**src/rtl/stack_seq.sv**
```systemverilog
// Interrupt-entry / RTI stack sequencer for the 6502 core: pushes PCH/PCL/SR and fetches
// the vector on entry, pulls SR/PCL/PCH on RTI, then loads SP/SR/PC through the register file.
module stack_seq #(
  parameter logic [7:0]  STACK_PAGE = 8'h01,
  parameter logic [15:0] VEC_NMI    = 16'hFFFA,
  parameter logic [15:0] VEC_IRQ    = 16'hFFFE
) (
  input  logic        clk2,
  input  logic        rst,
  input  logic        RDY,
  input  logic        int_req,
  input  logic        int_nmi,
  input  logic        int_brk,
  input  logic        rti_req,
  input  logic [15:0] PC_Q,
  input  logic [7:0]  SR_Q,
  input  logic [7:0]  SP_Q,
  input  logic [7:0]  MEM_DI,
  output logic [15:0] MEM_A,
  output logic [7:0]  MEM_DO,
  output logic        MEM_WE,
  output logic        busy,
  output logic        done,
  output logic        SP_EN,
  output logic [7:0]  SP_D,
  output logic        SR_EN,
  output logic [7:0]  SR_D,
  output logic        PC_EN,
  output logic [15:0] PC_D,
  output logic [3:0]  dbg_state_o
);

  typedef enum logic [3:0] {
    S_IDLE, S_PUSH_PCH, S_PUSH_PCL, S_PUSH_SR, S_VEC_LO, S_VEC_HI,
    S_PULL_SR, S_PULL_PCL, S_PULL_PCH, S_DONE
  } state_e;

  state_e      state_q;
  logic [15:0] pc_w_q;
  logic [7:0]  sr_w_q;
  logic [7:0]  sp_w_q;
  logic        nmi_q;
  logic        brk_q;
  logic        entry_q;

  logic [15:0] vec_w;
  logic [7:0]  sp_inc_w;
  logic        we_w;

  assign vec_w    = nmi_q ? VEC_NMI : VEC_IRQ;
  assign sp_inc_w = sp_w_q + 8'd1;

  // Requests are level-sampled only in IDLE with RDY=1 (int_req wins); completion is the
  // done pulse in DONE, coincident with the SP/SR/PC load enables. RDY=0 freezes everything.
  always_ff @(posedge clk2) begin
    if (rst) begin
      state_q <= S_IDLE;
      pc_w_q  <= 16'h0000;
      sr_w_q  <= 8'h00;
      sp_w_q  <= 8'h00;
      nmi_q   <= 1'b0;
      brk_q   <= 1'b0;
      entry_q <= 1'b0;
    end else if (RDY) begin
      case (state_q)
        S_IDLE: begin
          pc_w_q <= PC_Q;
          sr_w_q <= SR_Q;
          sp_w_q <= SP_Q;
          if (int_req) begin
            nmi_q   <= int_nmi;
            brk_q   <= int_brk;
            entry_q <= 1'b1;
            state_q <= S_PUSH_PCH;
          end else if (rti_req) begin
            entry_q <= 1'b0;
            state_q <= S_PULL_SR;
          end
        end
        S_PUSH_PCH: begin
          sp_w_q  <= sp_w_q - 8'd1;
          state_q <= S_PUSH_PCL;
        end
        S_PUSH_PCL: begin
          sp_w_q  <= sp_w_q - 8'd1;
          state_q <= S_PUSH_SR;
        end
        S_PUSH_SR: begin
          sp_w_q  <= sp_w_q - 8'd1;
          state_q <= S_VEC_LO;
        end
        S_VEC_LO: begin
          pc_w_q[7:0] <= MEM_DI;
          state_q     <= S_VEC_HI;
        end
        S_VEC_HI: begin
          pc_w_q[15:8] <= MEM_DI;
          state_q      <= S_DONE;
        end
        S_PULL_SR: begin
          sp_w_q  <= sp_inc_w;
          sr_w_q  <= {MEM_DI[7:6], 2'b10, MEM_DI[3:0]};
          state_q <= S_PULL_PCL;
        end
        S_PULL_PCL: begin
          sp_w_q      <= sp_inc_w;
          pc_w_q[7:0] <= MEM_DI;
          state_q     <= S_PULL_PCH;
        end
        S_PULL_PCH: begin
          sp_w_q       <= sp_inc_w;
          pc_w_q[15:8] <= MEM_DI;
          state_q      <= S_DONE;
        end
        S_DONE:  state_q <= S_IDLE;
        default: state_q <= S_IDLE;
      endcase
    end
  end

  // Bus and load outputs are a pure decode of registered state and working registers.
  always_comb begin
    MEM_A  = 16'h0000;
    MEM_DO = 8'h00;
    we_w   = 1'b0;
    done   = 1'b0;
    SP_EN  = 1'b0;
    SP_D   = 8'h00;
    SR_EN  = 1'b0;
    SR_D   = 8'h00;
    PC_EN  = 1'b0;
    PC_D   = 16'h0000;
    case (state_q)
      S_PUSH_PCH: begin
        MEM_A  = {STACK_PAGE, sp_w_q};
        MEM_DO = pc_w_q[15:8];
        we_w   = 1'b1;
      end
      S_PUSH_PCL: begin
        MEM_A  = {STACK_PAGE, sp_w_q};
        MEM_DO = pc_w_q[7:0];
        we_w   = 1'b1;
      end
      S_PUSH_SR: begin
        MEM_A  = {STACK_PAGE, sp_w_q};
        MEM_DO = {sr_w_q[7:6], 1'b1, brk_q, sr_w_q[3:0]};
        we_w   = 1'b1;
      end
      S_VEC_LO: MEM_A = vec_w;
      S_VEC_HI: MEM_A = vec_w + 16'd1;
      S_PULL_SR, S_PULL_PCL, S_PULL_PCH: MEM_A = {STACK_PAGE, sp_inc_w};
      S_DONE: begin
        done  = 1'b1;
        SP_EN = 1'b1;
        SP_D  = sp_w_q;
        SR_EN = 1'b1;
        SR_D  = entry_q ? (sr_w_q | 8'h04) : sr_w_q;
        PC_EN = 1'b1;
        PC_D  = pc_w_q;
      end
      default: ;
    endcase
  end

  assign MEM_WE      = we_w & RDY;
  assign busy        = (state_q != S_IDLE);
  assign dbg_state_o = state_q;

endmodule
```
**config.mk**
```make
export PLATFORM = sky130hd
export DESIGN_NAME = stack_seq
export DESIGN_NICKNAME = d
export VERILOG_FILES = /design/src/rtl/stack_seq.sv
export SDC_FILE = /design/constraint.sdc
export NUM_CORES = 1
export LEC_CHECK = 0
export ABC_AREA = 1
export CORE_MARGIN = 5
export CORE_UTILIZATION = 47
export DETAILED_ROUTE_END_ITERATION = 8
export PLACE_DENSITY = 0.92
export RECOVER_POWER = 25
export SYNTH_ARGS = -nofsm -noshare
export SYNTH_HDL_FRONTEND = slang
export SYNTH_SLANG_ARGS = --single-unit
```
**constraint.sdc**
```tcl
create_clock -name clk2 -period 2.1 [get_ports clk2]
set_input_delay 0.21 -clock clk2 [delete_from_list [all_inputs] [get_ports clk2]]
set_output_delay 0.21 -clock clk2 [all_outputs]
set_load 0.01 [all_outputs]
```
==> flow_summary.json <==
{
  "fmax_mhz": 497,
  "drt_iter0_drc": 278,
  "portBuffers": 112,
  "drv_slew": 0,
  "crit_path_end_kind": "output pin",
  "ctsHoldBuffers": 0,
  "crit_family": "buffers and inverters",
  "skew_ns": 0.00819,
  "period_needed_ns": 2.01,
  "dpl_cell_area_sq_um": 3960,
  "setup_viol": 0,
  "htreeDepth": 2,
  "multi_input_area_sq_um": 1630,
  "grt.total_usage_pct": 27.1,
  "cts.path.max_buffers": 2,
  "syn_to_final_growth_pct": 51.3,
  "start_util_pct": 49.1,
  "cts_tree": "yes",
  "hpwl_microns": 7720,
  "synth_cells": 451,
  "fin_nets": 616,
  "required_ns": 1.89,
  "fin_crit_sh_pct": 95.8,
  "antenna_left": 0,
  "synth_top_area_share_pct": 28.4,
  "wl_per_cell_microns": 15.9,
  "path_buf_inv": 3,
  "clock-sinks": 39,
  "tritoncts.num_buffers": 5,
  "ys_ff_latch": 39,
  "r2r_cells": 7,
  "r2r-start": "dbg_state_o[3]",
  "hold_path_end": "pc_w_q[4]",
  "hp-class": "flip-flop to flip-flop",
  "critPathMaxStageDelay_ns": 0.55,
  "rows": 27,
  "met1_usage_pct": 32.6,
  "cp.arrival_ns": 1.80,
  "max_cap_violations": 0,
  "status": "completed",
  "power_density_nw_per_um2": 625,
  "rsz0062_at_grt": "false",
  "clk_pin_slew_worst_paths_ns": 0.08,
  "crit_fanout": 3,
  "synth_area_sq_um": 2750,
  "die_w_microns": 86.5,
  "drt_first_pass_iters": 7,
  "gr-usage-met2_pct": 45.5,
  "synth_cell_types": 30,
  "core_area_sq_um": 5610,
  "hold-path-cell-count": 2,
  "yosys_warnings": 0,
  "grt_pass1_wl_microns": 16400,
  "place_congestion": 0.968,
  "placed_cells": 629,
  "grt_max_degree": 26,
  "use_met3_pct": 7.13,
  "crit_chain": "inv_1 > nor2_2 > nand3_2 > buf_4 > nor2_1 > clkdlybuf4s50_1",
  "ys.flop_type": "dfxtp_1",
  "vias_per_cell": 5.58,
  "tightest_slew_ns": 0.637,
  "yosysTopAreaCell": "dfxtp_1",
  "drcViolationCount": 0,
  "clockRootBuffer": "clkbuf_8",
  "leakagePower_uw": 0.00242,
  "fin_cells": 640,
  "clock_latency_ns": 0.30,
  "nFillCells": 465,
  "r2r_slack_ns": 0.28,
  "busiest_layer": "met2",
  "synth_area_per_cell_sq_um": 6.10,
  "vdd_drop_max_v": 0.000361,
  "drive_above_1_share_pct": 11.1,
  "synth_edf_count": 0,
  "die_h_microns": 86.5,
  "synthTopCellsByArea": "dfxtp_1 28%, nand2_1 15%, nor2_1 8.9%",
  "worstHoldStart": "pc_w_q[4]",
  "drt-total-wl_microns": 10200,
  "ys_seq_area_share_pct": 28.4,
  "whs_ns": 0.470,
  "syn_nets": 500,
  "antenna_cells": 0,
  "first_global_vias": 3487,
  "cpMaxStageDelayCell": "clkdlybuf4s50_1",
  "num_vias": 3570,
  "slew_headroom_pct": 57.5,
  "tns_ns": 0,
  "synthArstFlopShare_pct": 0,
  "r2r-end": "dbg_state_o[3]",
  "finalHoldViolations": 0,
  "crit_type": "flip-flop to output pin",
  "ioPinCount": 113,
  "die_area_sq_um": 7480,
  "stdcell_area_sq_um": 4160,
  "cp-start-kind": "flip-flop",
  "antenna_found_initial": 0,
  "seq_area_sq_um": 790,
  "grt_remaining_overflow": 0
}
[cell usage after synthesis (2+ instances only)]
library cell and n:
o211ai_1 6, buf_2 2, o21ai_0 35, a21oi_1 38
buf_6 2, nand2_1 109, nand2_2 5, o21ai_1 15
clkbuf_1 8, nor2_1 65, nand4_1 4, inv_2 4
o221ai_1 9, nor2_2 2, or2_2 2, nand2_4 3
nand3_1 22, dfxtp_1 39, nor2_4 3, ha_1 2
inv_1 56, buf_4 11, nand3b_1 2
[registers in the layout, summed over array words and instances (netlist names)]
| signal | cells |
|---|---|
| entry_q | 1 |
| pc_w_q | 16 |
| sr_w_q | 8 |
| dbg_state_o | 4 |
| sp_w_q | 8 |
| nmi_q | 1 |
| brk_q | 1 |
[metal layers]
| metal | routed length (microns) | share of wire, % | up-vias |
|---|---|---|---|
| met5 | 0 | 0 | - |
| met4 | 387 | 3.8 | 0 |
| met3 | 1090 | 11 | 41 |
| met2 | 4880 | 48 | 233 |
| met1 | 3820 | 38 | 1617 |
| li1 | - | - | 1679 |
[how the worst max path moves through the flow]
stage | start | end | slack, ns | cells after the start
final | dbg_state_o[0] | SP_D[0] | 0.09 | 6
after global routing | dbg_state_o[2] | MEM_A[12] | 0.005 | 5
after CTS | dbg_state_o[0] | MEM_A[1] | 0.001 | 7
after detailed placement | dbg_state_o[3] | PC_D[8] | 0.11 | 4
after global placement | dbg_state_o[0] | MEM_DO[0] | 0.06 | 8
after floorplan | dbg_state_o[0] | SP_EN | 0.42 | 6
[metrics by stage]
stage	power, uW	util [%]	setup WS, ns
2_1_floorplan	1630	-	0.424
3_3_place_gp	2060	70.6	0.0582
3_5_place_dp	2090	70.6	0.105
4_1_cts	2590	72.9	0.00104
5_1_grt	2770	74.2	0.00477
6_report	2600	74.2	0.0890
[power by group]
group	internal (uW)	leakage, uW	total, uW	switching (uW)
Clock	232	0.0000412	515	282
Combinational	460	0.00205	1130	672
Sequential	848	0.000324	953	105
Total	1540	0.00242	2600	1060
[what timing repair did]
action | 4_1_cts | 5_1_grt
setup buffers | 3 | 0
setup endpoints to repair | 61 | 50
pin swaps | 1 | 0
resized for setup | 32 | 36
[layout by cell type (no fill, tap or decap), drive strengths merged]
cell type and n:
nor2 71, dlygate4sd2 16, nor3 1, nand3b 2, clkbuf 8, inv 59
or2 2, dfxtp 39, a21oi 40, clkinvlp 2, nand2 117, dlygate4sd3 3
nand3 22, dlymetal6s2s 34, clkinv 1, nand4 4, clkdlybuf4s50 59, o221ai 9
ha 2, buf 18, o21ai 52, xnor2 1, o211ai 6
[worst reg2reg max path, cell delays in order, from the launching register on]
cell and delay [ns]:
dfxtp_2 0.40, nor2_4 0.22, clkbuf_1 0.20, nand2_4 0.11, o21ai_0 0.35, inv_1 0.18, o21ai_0 0.19, a21oi_1 0.07
[cell type report]
class	instances	share of cell area, %
clock inverter	2	0.301
tap	72	2.16
sequential	39	19.0
inverter	60	5.50
timing repair buffer	132	32.2
multi-input combinational	329	39.1
clock buffer	6	1.74
[logic make-up (layout without fill, tap and decap cells)]
group	after synthesis	count (layout)	synth area share, %
AO/OA/AOI/OAI	107	107	22.3
XOR/XNOR	1	1	0.318
adder cells (fa/ha/maj)	2	2	0.909
buffers and inverters	83	200	13.5
flip-flops	39	39	28.4
AND/OR/NAND/NOR	219	219	34.6
Power figures use the tool's default switching activity.
